[config.mk]
export PLATFORM = sky130hd
export DESIGN_NAME = serial_add_ctrl
export DESIGN_NICKNAME = d
export VERILOG_FILES = /design/src/rtl/serial_add_ctrl_pkg.sv /design/src/rtl/full_adder1.sv /design/src/rtl/serial_add_ctrl.sv
export SDC_FILE = /design/constraint.sdc
export NUM_CORES = 1
export LEC_CHECK = 0
export ABC_AREA = 0
export CORE_MARGIN = 3
export CORE_UTILIZATION = 47
export CTS_CLUSTER_SIZE = 28
export DETAILED_ROUTE_END_ITERATION = 10
export PLACE_DENSITY = 0.83
export SLEW_MARGIN = 20
export SYNTH_ARGS = -nofsm -noshare
export SYNTH_HDL_FRONTEND = slang
export SYNTH_SLANG_ARGS = --single-unit
[constraint.sdc]
create_clock -name clk -period 1.36 [get_ports clk]
set_clock_uncertainty 0.05 [all_clocks]
set_input_delay 0.272 -clock clk [delete_from_list [all_inputs] [get_ports clk]]
set_output_delay 0.272 -clock clk [all_outputs]
set_load 0.02 [all_outputs]
[src/rtl/serial_add_ctrl_pkg.sv]
// Shared definitions for the bit-serial adder controller.
// State encoding and counter sizing helper.
package serial_add_ctrl_pkg;

    typedef enum logic [1:0] {
        ST_IDLE = 2'd0,
        ST_ADD  = 2'd1,
        ST_DONE = 2'd2
    } state_t;

    // Bit counter is one bit wider than needed to index WIDTH bits.
    function automatic int cnt_width(input int w);
        return $clog2(w) + 1;
    endfunction

endpackage

[src/rtl/full_adder1.sv]
// One-bit full-adder cell built from two half-adders and an OR.
// Shared by the serial adder as its only arithmetic element.
module full_adder1 (
    input  logic a,
    input  logic b,
    input  logic ci,
    output logic s,
    output logic co
);

    logic hs1;
    logic hc1;
    logic hc2;

    assign hs1 = a ^ b;
    assign hc1 = a & b;
    assign s   = hs1 ^ ci;
    assign hc2 = hs1 & ci;
    assign co  = hc1 | hc2;

endmodule

[src/rtl/serial_add_ctrl.sv]
// Bit-serial adder controller: one full-adder cell, LSB first,
// one bit per clock, with a start/busy/done handshake.
module serial_add_ctrl
    import serial_add_ctrl_pkg::*;
#(
    parameter int WIDTH = 8
) (
    input  logic             clk,
    input  logic             rst,
    input  logic             start,
    input  logic [WIDTH-1:0] a,
    input  logic [WIDTH-1:0] b,
    input  logic             cin,
    output logic             busy,
    output logic             done,
    output logic [WIDTH-1:0] sum,
    output logic             cout
);

    localparam int CW = cnt_width(WIDTH);
    localparam logic [CW-1:0] LAST = CW'(WIDTH - 1);

    state_t           state;
    state_t           state_nx;
    logic [WIDTH-1:0] opa;
    logic [WIDTH-1:0] opb;
    logic [WIDTH-1:0] res;
    logic             carry;
    logic [CW-1:0]    cnt;
    logic             fa_s;
    logic             fa_co;

    full_adder1 u_fa (
        .a  (opa[0]),
        .b  (opb[0]),
        .ci (carry),
        .s  (fa_s),
        .co (fa_co)
    );

    always_comb begin
        state_nx = ST_IDLE;
        case (state)
            ST_IDLE: state_nx = start ? ST_ADD : ST_IDLE;
            ST_ADD:  state_nx = (cnt == LAST) ? ST_DONE : ST_ADD;
            ST_DONE: state_nx = ST_IDLE;
            default: state_nx = ST_IDLE;
        endcase
    end

    // busy/done are registered from the state, so they trail it by a cycle.
    always_ff @(posedge clk) begin
        if (rst) begin
            state <= ST_IDLE;
            opa   <= '0;
            opb   <= '0;
            res   <= '0;
            carry <= 1'b0;
            cnt   <= '0;
            busy  <= 1'b0;
            done  <= 1'b0;
            sum   <= '0;
            cout  <= 1'b0;
        end else begin
            state <= state_nx;
            busy  <= (state == ST_ADD) || (state == ST_DONE);
            done  <= (state == ST_DONE);
            case (state)
                ST_IDLE: begin
                    if (start) begin
                        opa   <= a;
                        opb   <= b;
                        carry <= cin;
                        cnt   <= '0;
                        res   <= '0;
                    end
                end
                ST_ADD: begin
                    res   <= {fa_s, res[WIDTH-1:1]};
                    carry <= fa_co;
                    opa   <= opa >> 1;
                    opb   <= opb >> 1;
                    cnt   <= cnt + 1'b1;
                end
                ST_DONE: begin
                    sum  <= res;
                    cout <= carry;
                end
                default: ;
            endcase
        end
    end

endmodule

==> results of run 1 <==
[per-stage QoR]
stage	power (mW)	worst slack [ns]	hold WS [ns]
3_3_place_gp	1.739	-0.3452	0.3952
5_1_grt	2.874	-0.2039	0.4552
2_1_floorplan	1.631	0.004887	0.3703
4_1_cts	2.680	-0.1182	0.4114
3_5_place_dp	1.750	-0.4076	0.4000
6_report	2.785	-0.1876	0.4341
[logic make-up after synthesis]
| group | Yosys count | share of synthesized area, % |
|---|---|---|
| buffers and inverters | 20 | 6.009 |
| DFF | 42 | 45.37 |
| adders and majority gates | 5 | 3.781 |
| AOI/OAI and AO/OA | 32 | 15.33 |
| and+or+nand+nor | 60 | 14.99 |
| muxes | 26 | 14.52 |
[flip-flops by register name (all words and copies together) (netlist names)]
register  flops
sum           8
carry         1
done          1
state         2
busy          1
cnt           4
res           8
opb           8
cout          1
opa           8
[timing repair]
| item | CTS | global route |
|---|---|---|
| pin swaps | 11 | 4 |
| gates cloned | 7 | 1 |
| resized for setup | 48 | 26 |
| buffers inserted | 3 | 6 |
| setup endpoints to repair | 39 | 32 |
[placed cells by master (no fill, tap or decap), types with 2 or more instances in the layout]
master / instances
dfxtp_1: 39
nor2_1: 14
inv_4: 2
dlygate4sd2_1: 11
nand2b_1: 2
ha_1: 2
a211oi_2: 15
nand3b_1: 4
a21oi_1: 5
inv_1: 4
mux2_4: 6
ha_4: 2
nand3_2: 5
nand2_1: 10
buf_6: 6
buf_4: 16
dfxtp_2: 2
nor2_4: 9
a21oi_2: 7
clkbuf_8: 5
nor2_2: 5
clkdlybuf4s50_1: 18
mux2i_1: 24
a22oi_2: 2
nand3_1: 3
nor2b_1: 4
[worst max-delay path, stage by stage (launching register included)]
cell and delay [ns]:
dfxtp_4 0.38, inv_4 0.04, ha_4 0.20, buf_6 0.15, buf_6 0.12, and3b_2 0.23
a22oi_2 0.19, nor2_1 0.08
[synth_stat cells (all sizes together)]
cell type	instances
nor2	28
ha	4
inv	6
o21ai	1
a22oi	3
buf	10
dfxtp	42
nand2b	2
a211oi	15
fa	1
and3	1
mux2	1
a21oi	12
clkbuf	4
a2bb2oi	1
mux2i	25
nand3	8
nor2b	4
nand3b	4
nand2	11
nand4b	1
and3b	1
[area by class of cell]
| type | count | area [sq um] | share of cell area (%) |
|---|---|---|---|
| clock buffer | 5 | 68.82 | 2.530 |
| timing repair buffer | 53 | 496.7 | 18.26 |
| inverter | 6 | 27.53 | 1.012 |
| tap | 48 | 60.06 | 2.208 |
| multi-input combinational | 130 | 1199 | 44.07 |
| clock inverter | 3 | 21.27 | 0.7820 |
| sequential | 42 | 847.1 | 31.14 |
[worst paths after layout]
path	slack, ns	startpoint	to
worst max-delay path	-0.19	state[0]$_SDFF_PP0_	opb[7]$_SDFFE_PP0P_
worst min-delay path	0.43	res[5]$_SDFFE_PP0P_	res[5]$_SDFFE_PP0P_
worst max register to register	-0.19	state[0]$_SDFF_PP0_	opb[7]$_SDFFE_PP0P_
worst min register to register	0.43	res[5]$_SDFFE_PP0P_	res[5]$_SDFFE_PP0P_
[per-layer routing]
metal,vias to the layer above,wire (microns),global-route usage (%)
met1,788,2258,26.10
met2,45,2701,39.21
met3,15,220,4.538
met5,-,0,0
li1,756,-,-
met4,0,131,11.92
[power by group]
part	leakage [nW]	switching (mW)	internal, mW
combinational	0.658	0.306	0.307
clock	0.0441	0.470	0.361
sequential	0.344	0.0541	1.29
total	1.05	0.829	1.96
==> metrics.txt, run 1 <==
leakage 1.047 nW; first-pass GRT wire length 7.734 mm; Max-slew headroom around 63%; worst slew pin tran ~0.55 ns; vias in the first global route 1647; first-pass iteration count of the detailed router 4; CP Max Fanout 7; vias per cell 5.589; hold crit path type flip-flop to flip-flop; P per Cell Area 1024 nW/um^2; per-cell routed wire length 18.50 microns; Fin Setup TNS -3.466 ns; clock sink total 42; Ys Warns 0; Net Count, Synth 210; number of nets still failing antenna checks after routing 0; Hold Path Depth 2; worst vdd ir about 0.70 mV; Initial DRC Count between 100 and 150; Root Driver clkbuf_8; gr ovfl total 0; CTS tree done; Synth top area share ~45%; Synth Area per Inst 10.02 sq um; Core Util, Final 72.66%; Port-buffer cells 30; # fillers 247; largest area contributor in the netlist dfxtp_1; Req. time, crit path about 1.5 ns; Mapped Area 1853 sq um; Hold-fix buffers, CTS 0; Placer Congestion 0.7616; Critical Path Start Type flip-flop; share of cells above drive strength 1 38.91%; largest net degree at the start of global routing 28; minimum clock period 1.548 ns; crit path kind flip-flop to flip-flop; Final Hold Fails 0; Total Nets Final 263; Core ar. 3744 sq um; DRC viols 0; PnR worst setup slack -0.1876 ns; Ports 31; die height just under 70 microns; full die area around 4700 sq um; max cap viols 0; area post-placement ~2200 sq um; Cells after Synth 185; CTS max path bufs 2; Core Rows 22; synthesized flop and latch total 42; initial antenna violation count 0; DPL Wire Length approximately 2.5 mm; Num CTS Buffers 5; Die Wd 68.79 microns; status complete, but fails checks; final period utilization 113.8%; Vias 1604; final max-slew violation count 0; reg2reg path depth 7; leading post-synthesis cells by cell area dfxtp_1 45%, mux2i_1 13%, a211oi_2 10%; crit end category flip-flop; clk slew on worst S/H paths 0.09 ns; Routed WL ~5.3 mm; clk_lat worst skew 0.31 ns; worst path arrival time 1.70 ns; distinct cell type count after synthesis 25; Synth-to-Final Area Change 46.79%; final setup vio count 30; Total GRT Usage a little under a quarter; # diodes 0; Placed Cells 262; Seq/Total Area, Yosys 45.37%; design area 2720 sq um; H-Tree Level Count 2; fmax 646.2 MHz; Final Non-Filler Cells 287; RSZ-0062 raised after global routing yes; failing checks setup timing; Initial Util between 40 and 50%
No activity file was read; power rests on OpenSTA's default activity.
==> inputs of run 2 (changes only) <==
CORE_UTILIZATION = 45   (was 47)
PLACE_DENSITY = 0.8   (was 0.83)
==> metrics.txt, run 2 (synthesized netlist as in run 1, its figures left out) <==
final period utilization 115.2% (+1.4 points); Max-slew headroom 70.64% (+7.4 points); Largest stage delay, worst path 0.37 ns (about the same); Total Nets Final 265 (+0.76%); Core ar. 3826 sq um (+2.2%); clk_lat worst skew 0.31 ns (about the same); # fillers 231 (-6.5%); reg2reg path depth 6 (-1); Clk pwr share 37.4% (+7.6 points); Hold Path Sink sum[1]$_SDFFE_PP0P_; status complete, but fails checks; crit end category flip-flop; Crit-path slowest cell dfxtp_2; RSZ-0062 raised after global routing yes; clk slew on worst S/H paths 0.09 ns (about the same); Initial Util 48.43% (-1.1 points); crit-path cells inv_4, ha_4, buf_8, buf_4, mux2_4, a211oi_2; Critical Path Start Type flip-flop; hold crit path type primary input to flip-flop; Internal Power 2.366 mW (+21%); Synth-to-Final Area Change 57.66%; delay-heaviest family, CP flip-flops; Worst Path Buf+Inv 3 (unchanged); design area 2922 sq um (+7.4%); Root Driver clkbuf_8; fmax 638.1 MHz (-1.2%); worst vdd ir 0.6628 mV (-5.0%); commonest cells after routing, fill and taps aside 40 x dfxtp_1, 24 x mux2i_1, 17 x clkdlybuf4s50_1; Ports 31 (unchanged); Req. time, crit path 1.53 ns (+0.02 ns); crit path kind flip-flop to flip-flop; Placer Congestion 0.7389 (-3.0%); failing checks setup timing; largest net degree at the start of global routing 20 (-29%); gr ovfl total 0 (unchanged); DPL Wire Length 2.379 mm (-5.2%); P_sw 0.8540 mW (+3.0%); Die Wd 70.17 microns (+2.0%); Total GRT Usage 20.59% (-2.0 points); first-pass GRT wire length 7.893 mm (+2.1%); P per Cell Area 1102 nW/um^2 (+7.7%); final setup vio count 29 (-3.3%); # diodes 0 (unchanged); worst slew pin tran 0.4404 ns (-0.1107 ns); Hold Path Depth 2 (unchanged); first-pass iteration count of the detailed router 4 (unchanged); Vias 1602 (-0.12%); Port-buffer cells 30 (unchanged); area post-placement 2242 sq um (-0.33%); minimum clock period 1.567 ns (+0.01948 ns); vias per cell 5.543 (-0.82%); Reg-to-Reg Start state[1]$_SDFF_PP0_; Hold Path Origin rst; Final Hold Fails 0 (unchanged); PnR worst setup slack -0.2070 ns (-0.01948 ns); per-cell routed wire length 18.37 microns (-0.73%); worst path arrival time 1.74 ns (+0.04 ns); CTS max path bufs 2 (unchanged); DRC viols 0 (unchanged); Initial DRC Count 68 (-33%); Place WS -0.3586 ns (+0.04904 ns); sw frac 26.52% (-3.3 points); max cap viols 0 (unchanged); Core Rows 22 (unchanged); commonest non-fill, non-tap cell in the layout dfxtp_1; Reg2Reg Setup Slack -0.21 ns (-0.02 ns); full die area 4924 sq um (+4.1%); clock sink total 42 (unchanged); reg2reg end opb[1]$_SDFFE_PP0P_; initial antenna violation count 0 (unchanged); Num CTS Buffers 5 (unchanged); worst hold slack 0.2811 ns (-0.1530 ns); Routed WL 5.308 mm (about the same); H-Tree Level Count 2 (unchanged); leakage 1.139 nW (+8.8%); Hold-fix buffers, CTS 0 (unchanged); vias in the first global route 1551 (-5.8%); die height 70.17 microns (+2.0%); register share of total power 41.7% (-6.5 points); CP Max Fanout 5 (-2); final max-slew violation count 0 (unchanged); number of nets still failing antenna checks after routing 0 (unchanged); share of cells above drive strength 1 43.98% (+5.1 points); CTS tree done; Comb power frac 21.0% (-1.0 points)
## run 2: cell count changes in the layout (fill, tap and decap cells not counted), moves of 2 or more
cell,delta
nand2_1,-7
buf_4,-6
nand2_4,+4
buf_12,+3
buf_6,+3
nand2_2,+3
nand3_1,-3
nor2_2,-3
a21oi_1,-2
a21oi_2,+2
buf_8,+2
bufinv_16,+2
nand3_4,+2
nor2_4,+2
## run 2: per-layer routing
metal | routed length [microns] | GRT usage, % | vias up
met5 | 0 | 0 | -
met4 | 147 | 7.660 | 0
met3 | 182 | 3.885 | 12
met2 | 2735 | 35.15 | 41
met1 | 2244 | 25.62 | 787
li1 | - | - | 762
## run 2: cell type report
type	count	area, sq um	area share, %
Multi-Input combinational cell	130	1289	44.11
Sequential cell	42	843.3	28.87
Timing Repair Buffer	55	566.8	19.40
Clock buffer	5	68.82	2.355
Clock inverter	3	68.82	2.355
Tap cell	48	60.06	2.056
Inverter	6	25.02	0.8565
## run 2: worst max path at each step
stage                        startpoint             endpoint  depth (start not counted)
floorplan           state[1]$_SDFF_PP0_  opa[3]$_SDFFE_PP0P_                          6
global placement                  start  opa[5]$_SDFFE_PP0P_                          4
detailed placement                start  res[2]$_SDFFE_PP0P_                          4
CTS                 state[1]$_SDFF_PP0_  opa[1]$_SDFFE_PP0P_                          6
global route        state[1]$_SDFF_PP0_  opa[1]$_SDFFE_PP0P_                          6
finish              state[1]$_SDFF_PP0_  opb[1]$_SDFFE_PP0P_                          6
## run 2: power groups by stage
| stage | registers (mW) | logic (mW) | clock network [mW] |
|---|---|---|---|
| finish | 1.34 | 0.675 | 1.20 |
| global placement | 1.34 | 0.392 | 0 |
| CTS | 1.33 | 0.582 | 1.20 |
| floorplan | 1.34 | 0.291 | 0 |
| detailed placement | 1.35 | 0.400 | 0 |
| global route | 1.35 | 0.711 | 1.26 |
## run 2: per-stage QoR
step	TNS, ns	total power [mW]	util (%)	cells
2_1_floorplan	0	1.631	-	185
3_5_place_dp	-8.665	1.747	58.60	260
5_1_grt	-5.197	3.320	76.36	289
3_3_place_gp	-7.569	1.736	58.60	260
6_report	-4.087	3.220	76.36	289
4_1_cts	-1.818	3.118	71.42	284
## run 2: what timing repair did
action | CTS | global route
gates cloned | 7 | 0
resized for setup | 69 | 33
setup endpoints to repair | 38 | 30
pin swaps | 8 | 18
setup buffers | 9 | 5
## run 2: worst register-to-register path, cell delays in order (launching register included)
cell      delay [ns]
dfxtp_2         0.37
inv_4           0.05
ha_4            0.17
buf_8           0.14
buf_4           0.14
mux2_4          0.36
a211oi_2        0.21
